$ cat src/rtl/synth_pkg.sv
// rtl/synth_pkg.sv - shared tone-generator constants: note step table and widths
package synth_pkg;

  localparam int KEY_COUNT = 16;
  localparam int IDX_W     = 4;
  localparam int STEP_W    = 32;
  localparam int SAMPLE_HZ = 16000000;

  // DDS phase increments for a 16 MHz accumulator, key k = 440*2^(k/12) Hz
  localparam logic [STEP_W-1:0] NOTE_STEP [0:KEY_COUNT-1] = '{
    32'd118112, 32'd125135, 32'd132576, 32'd140459,
    32'd148811, 32'd157660, 32'd167035, 32'd176967,
    32'd187490, 32'd198639, 32'd210451, 32'd222965,
    32'd236223, 32'd250270, 32'd265152, 32'd280918
  };

  // Index of the lowest set bit; 0 when no bit is set
  function automatic logic [IDX_W-1:0] lowest_index(input logic [KEY_COUNT-1:0] v);
    logic [IDX_W-1:0] r;
    r = '0;
    for (int i = KEY_COUNT - 1; i >= 0; i--) begin
      if (v[i]) r = IDX_W'(i);
    end
    return r;
  endfunction

endpackage

$ cat src/rtl/key_debounce.sv
// rtl/key_debounce.sv - per-key synchroniser, tick-based debounce and press/release pulses
module key_debounce #(
  parameter int ACTIVE_LOW     = 1,
  parameter int DEBOUNCE_TICKS = 8
) (
  input  logic CLK,
  input  logic RST,
  input  logic tick,
  input  logic key_raw,
  output logic stable,
  output logic press_evt,
  output logic release_evt
);

  localparam int CW = $clog2(DEBOUNCE_TICKS + 1);
  localparam logic [CW-1:0] CNT_LAST = CW'(DEBOUNCE_TICKS - 1);
  // Pin level of a released key, so the synchroniser comes out of reset idle
  localparam logic IDLE_LEVEL = (ACTIVE_LOW != 0);

  logic          sync1;
  logic          sync2;
  logic          pressed;
  logic [CW-1:0] cnt;

  assign pressed = (ACTIVE_LOW != 0) ? ~sync2 : sync2;

  // Synchronise the pin, count ticks of disagreement and flip the stable state
  always_ff @(posedge CLK) begin
    if (RST) begin
      sync1       <= IDLE_LEVEL;
      sync2       <= IDLE_LEVEL;
      stable      <= 1'b0;
      cnt         <= '0;
      press_evt   <= 1'b0;
      release_evt <= 1'b0;
    end else begin
      sync1       <= key_raw;
      sync2       <= sync1;
      press_evt   <= 1'b0;
      release_evt <= 1'b0;
      if (pressed == stable) begin
        cnt <= '0;
      end else if (tick) begin
        // >= keeps the counter bounded even if it were ever past the limit
        if (cnt >= CNT_LAST) begin
          stable      <= ~stable;
          cnt         <= '0;
          press_evt   <= ~stable;
          release_evt <= stable;
        end else begin
          cnt <= cnt + 1'b1;
        end
      end
    end
  end

endmodule

$ cat src/rtl/key_note_encoder.sv
// rtl/key_note_encoder.sv - debounced keys to last-pressed note and DDS phase increment
module key_note_encoder #(
  parameter int NUM_KEYS       = 16,
  parameter int ACTIVE_LOW     = 1,
  parameter int TICK_DIV       = 16000,
  parameter int DEBOUNCE_TICKS = 8,
  parameter int STEP_W         = 32
) (
  input  logic                        CLK,
  input  logic                        RST,
  input  logic [NUM_KEYS-1:0]         keys_raw,
  output logic [STEP_W-1:0]           freq_step,
  output logic [$clog2(NUM_KEYS)-1:0] note_idx,
  output logic                        gate,
  output logic                        step_valid
);

  import synth_pkg::*;

  localparam int PW = (TICK_DIV > 1) ? $clog2(TICK_DIV) : 1;
  localparam logic [PW-1:0] TICK_LAST = PW'(TICK_DIV - 1);

  logic [PW-1:0]       presc;
  logic                tick;
  logic [NUM_KEYS-1:0] stable_vec;
  logic [NUM_KEYS-1:0] press_vec;
  logic [NUM_KEYS-1:0] release_vec;
  logic [IDX_W-1:0]    nxt_note;
  logic                nxt_gate;
  logic                changed;

  // Debounce tick prescaler shared by all keys
  always_ff @(posedge CLK) begin
    if (RST) begin
      presc <= '0;
    end else if (presc == TICK_LAST) begin
      presc <= '0;
    end else begin
      presc <= presc + 1'b1;
    end
  end

  assign tick = (presc == TICK_LAST);

  for (genvar k = 0; k < NUM_KEYS; k++) begin : g_key
    key_debounce #(
      .ACTIVE_LOW     (ACTIVE_LOW),
      .DEBOUNCE_TICKS (DEBOUNCE_TICKS)
    ) u_debounce (
      .CLK         (CLK),
      .RST         (RST),
      .tick        (tick),
      .key_raw     (keys_raw[k]),
      .stable      (stable_vec[k]),
      .press_evt   (press_vec[k]),
      .release_evt (release_vec[k])
    );
  end

  // Last-pressed priority: new press wins, current release falls back to lowest held key
  always_comb begin
    nxt_note = note_idx;
    nxt_gate = gate;
    if (|press_vec) begin
      nxt_note = lowest_index(KEY_COUNT'(press_vec));
      nxt_gate = 1'b1;
    end else if (gate && release_vec[note_idx]) begin
      if (|stable_vec) begin
        nxt_note = lowest_index(KEY_COUNT'(stable_vec));
      end else begin
        nxt_gate = 1'b0;
      end
    end
  end

  assign changed = (nxt_note != note_idx) || (nxt_gate != gate);

  // Output registers; freq_step only reloads on a change so it stays 0 out of reset
  always_ff @(posedge CLK) begin
    if (RST) begin
      freq_step  <= '0;
      note_idx   <= '0;
      gate       <= 1'b0;
      step_valid <= 1'b0;
    end else begin
      step_valid <= changed;
      if (changed) begin
        freq_step <= STEP_W'(NOTE_STEP[nxt_note]);
        note_idx  <= nxt_note;
        gate      <= nxt_gate;
      end
    end
  end

endmodule

$ cat config.mk
export PLATFORM = sky130hd
export DESIGN_NAME = key_note_encoder
export DESIGN_NICKNAME = d
export VERILOG_FILES = /design/src/rtl/synth_pkg.sv /design/src/rtl/key_debounce.sv /design/src/rtl/key_note_encoder.sv
export SDC_FILE = /design/constraint.sdc
export NUM_CORES = 1
export LEC_CHECK = 0
export ABC_AREA = 1
export BUFFER_PORTS_ARGS = -buffer_cell sky130_fd_sc_hd__buf_2
export CORE_MARGIN = 1
export CORE_UTILIZATION = 43
export DETAILED_ROUTE_END_ITERATION = 8
export PLACE_DENSITY = 0.68
export RECOVER_POWER = 25
export SYNTH_ARGS = -nofsm -noshare
export SYNTH_HDL_FRONTEND = slang
export SYNTH_SLANG_ARGS = --single-unit
$ cat constraint.sdc
create_clock -name CLK -period 2.4 [get_ports CLK]
set_input_delay 0.6 -clock CLK [delete_from_list [all_inputs] [get_ports CLK]]
set_output_delay 0.6 -clock CLK [all_outputs]
set_load 0.01 [all_outputs]
==> results by group <==
Yosys
  – Area of the mapped netlist: 8082 sq um
  – Area share of the leading cell type in the synthesized netlist: 45.33%
  – Yosys top cell by area: dfxtp_1
  – Ys async rst share: 0%
  – EDFF count, synth: 0
  – Cells after Synth: 1063
  – Mean post-synth cell area: 7.603 sq um
  – Top cells by area, synth: dfxtp_1 45%, nand2_1 10%, nor2_1 7.0%
  – Ys flop type: dfxtp_1
  – FF+latch count, synth: around 180
  – Post-synthesis sequential area ratio: 45.33%
  – Count of different cell masters after synthesis: 39
  – Synth Warn #: 0

Setup path
  – Largest delay share family, worst path: simple AND/OR/NAND/NOR gates
  – R2R Path Start: note_idx[0]$_SDFFE_PP0P_
  – Bufs and invs on worst path: 4
  – CP peak stage delay: 360 ps
  – Peak fanout along the critical path: 6
  – R2R depth: 19
  – Critical-path top delay cell: dfxtp_4
  – Critical Path RT: 2780 ps
  – Critical Path Stages: 19
  – Worst r2r dst: freq_step[2]$_SDFFE_PP0P_
  – Most Frequent Cell on Critical Path: nand2_1
  – R2R Setup Slk: 40 ps
  – Setup CP Type: flip-flop to flip-flop
  – CP arrival: between 2000 and 3000 ps
  – CP Launch Type: flip-flop
  – Worst Setup End Kind: flip-flop
  – Crit-path cells: buf_6 -> nand2_1 -> nand3_1 -> nand3_2 -> nand3_2 -> nand2_4 -> nand3_4 -> nor3_4 -> nand2_2 -> nand3_4 -> buf_6 -> ha_4 -> inv_2 -> nand2_2 -> buf_4 -> nand2_1 -> o21ai_0 -> nand2_1 -> nand2_1

Finish
  – Final Instance Area: between 9000 and 10000 sq um
  – Layout Cells excl Fill: 1385
  – Layout area overhead: 19.17%
  – Fin nets: 1190
  – Most frequent cells in the layout: 200 x nand2_1, 175 x dfxtp_1, 144 x nor2_1, 91 x inv_1, 73 x a21oi_1
  – Diode count: 0
  – Commonest non-fill, non-tap cell in the layout: nand2_1
  – Layout cells sized above 1: 19.72%

Timing
  – Max-slew headroom: 51.55%
  – Slew Viols, Final: 0
  – Setup TNS: 0 ps
  – Max Fclk: 0.4234 GHz
  – Unrepaired setup endpoints after global routing: true
  – Skew final: between 20 and 25 ps
  – Final min period: 2362 ps
  – Worst Max-Slew Pin Slew: 726.8 ps
  – # setup viols final: 0
  – Period utilisation layout: between 90% and 100%
  – Final hold violations: 0

Routing
  – Detailed Route WL: around 17000 um
  – Router iterations before antenna repair: 8
  – Vias per inst: roughly 4.9
  – Final ANT Viol Nets: 0
  – Detailed-route via count: 6830
  – DR iter-0 viols: 393
  – Detailed-route DRC error count: 7
  – Avg WL per Cell: 12.36 um

Die
  – Initial core utilization: 44.38%
  – Core Area: 18210 sq um
  – Die W: ~140 um
  – Die area: 19350 sq um
  – Die Y: roughly 140 um
  – # rows: between 40 and 50
  – Io pins: 56

Clock network
  – CTS tree: done
  – Clk pin slew, worst setup/hold paths: ~60 ps
  – Cts hold-fix bufs: 0
  – H-tree Lvls: 4
  – Clock Latency Late Sink: 440 ps
  – Root buf cell: clkbuf_16
  – CTS buffer count: 17
  – Clk sink count: about 180
  – Clock buffer depth: 2

GRT
  – Total grt overflow: 0
  – GRT Total Usage: about 18%
  – Vias in the first global route: 6314
  – First-pass GRT wire length: around 29000 um
  – Initial antenna violation count: 0
  – Pin count of the biggest net entering global routing: 61

Placed design
  – PortBufs: 42
  – DP Cell Count: roughly 1.3k
  – GP Congestion: 0.8828
  – Placed instance area: 8666 sq um
  – Placed wire-length estimate: 11920 um

Job
  – Max-Cap Viols: 0

Worst hold path
  – WHS Endpoint: g_key[12].u_debounce.sync1$_SDFF_PP1_
  – Worst hold path stage count: 2
  – Hold Startpoint: keys_raw[12]
  – Worst hold path class: input pin to flip-flop

Outcome
  – Failing checks: design-rule violations
  – Status: finished with violations

Power and ir drop
  – Leak pwr: roughly 4 nW
  – Power Dens Cells: 649.4 nW/um^2
  – VDD IR max: around 0.53 mV
-- how the worst max path moves through the flow --
stage | startpoint | to | slack (ps)
2_1_floorplan | note_idx[0]$_SDFFE_PP0P_ | freq_step[9]$_SDFFE_PP0P_ | 60
3_3_place_gp | g_key[14].u_debounce.stable$_SDFFE_PP0P_ | freq_step[3]$_SDFFE_PP0P_ | -150
3_5_place_dp | g_key[14].u_debounce.stable$_SDFFE_PP0P_ | freq_step[3]$_SDFFE_PP0P_ | -130
4_1_cts | g_key[14].u_debounce.stable$_SDFFE_PP0P_ | freq_step[3]$_SDFFE_PP0P_ | 6
5_1_grt | g_key[14].u_debounce.stable$_SDFFE_PP0P_ | freq_step[3]$_SDFFE_PP0P_ | -190
6_report | note_idx[0]$_SDFFE_PP0P_ | freq_step[2]$_SDFFE_PP0P_ | 40
-- sequential cells by signal, summed over array words and instances, names as in the netlist, 4 cells and up --
register,cells
presc,14
g_key.u_debounce.release_evt,16
g_key.u_debounce.sync1,16
freq_step,19
note_idx,4
g_key.u_debounce.stable,16
g_key.u_debounce.sync2,16
g_key.u_debounce.cnt,64
g_key.u_debounce.press_evt,16
-- layer usage --
| layer | vias up | part of all wire [%] | track usage [%] |
|---|---|---|---|
| li1 | 3600 | - | - |
| met1 | 3090 | 49 | 22.75 |
| met2 | 122 | 46 | 30.54 |
| met3 | 18 | 3.5 | 3.936 |
| met4 | 0 | 1.7 | 6.901 |
| met5 | - | 0 | 0 |
-- cells in the mapped netlist (3+ instances only) --
| master | n |
|---|---|
| nor4_1 | 3 |
| nand3_2 | 9 |
| buf_4 | 13 |
| nor3_1 | 9 |
| buf_1 | 6 |
| mux2i_1 | 7 |
| o211a_1 | 3 |
| nand4_1 | 27 |
| a211oi_1 | 31 |
| nand2_1 | 218 |
| a21boi_0 | 4 |
| inv_1 | 102 |
| buf_2 | 3 |
| ha_1 | 29 |
| buf_6 | 5 |
| clkbuf_1 | 15 |
| a21oi_1 | 74 |
| or2_2 | 40 |
| nand3_1 | 40 |
| dfxtp_1 | 183 |
| clkinv_1 | 3 |
| o21bai_1 | 6 |
| inv_2 | 7 |
| nor3b_1 | 3 |
| nand2_2 | 3 |
| nor2_1 | 150 |
| o21ai_0 | 55 |
-- kinds of logic (layout without fill, tap and decap cells) --
logic type                 count (synthesis)  count (layout)  synth area share, %
xor gates and xnor gates                   1               1               0.1084
buffers and inverters                    154             234                8.267
muxes                                      7               7               0.8670
and+or+nand+nor                          511             512                28.39
AOI/OAI and AO/OA                        177             177                12.49
DFF                                      183             183                45.33
adders and majority gates                 29              29                4.490
other                                      1              13              0.04640
-- power by group --
| part | total (W) | switching [W] | leakage [nW] | internal (W) |
|---|---|---|---|---|
| combinational | 0.000119 | 0.0000710 | 2.32 | 0.0000478 |
| sequential | 0.00308 | 0.0000144 | 1.49 | 0.00306 |
| clock | 0.00306 | 0.00116 | 0.312 | 0.00190 |
-- metrics by stage --
stage               power (W)  utilization, %  hold WS (ps)  setup WS [ps]
global route         0.006476           52.89         332.9         -188.0
CTS                  0.006310           51.38         335.2          6.296
detailed placement   0.003260           47.59         392.3         -134.3
finish               0.006254           52.89         341.6          38.31
global placement     0.003259           47.59         390.6         -151.0
floorplan            0.003235               -         389.5          58.22
-- area by class of cell --
type,instances,area (sq um)
clock inverter,12,196.4
clock buffer,20,456.7
multi-input combinational,739,3970
timing repair buffer,90,619.3
fill,1677,8578
inverter,112,425.4
tap,229,286.5
sequential,183,3676
-- timing repair --
item                       4_1_cts  5_1_grt
pin swaps                        1       24
cloned                           0        3
resized for setup               10       62
setup endpoints to repair       18       20
setup buffers                    1       10
(Power assumes the default switching activity.)
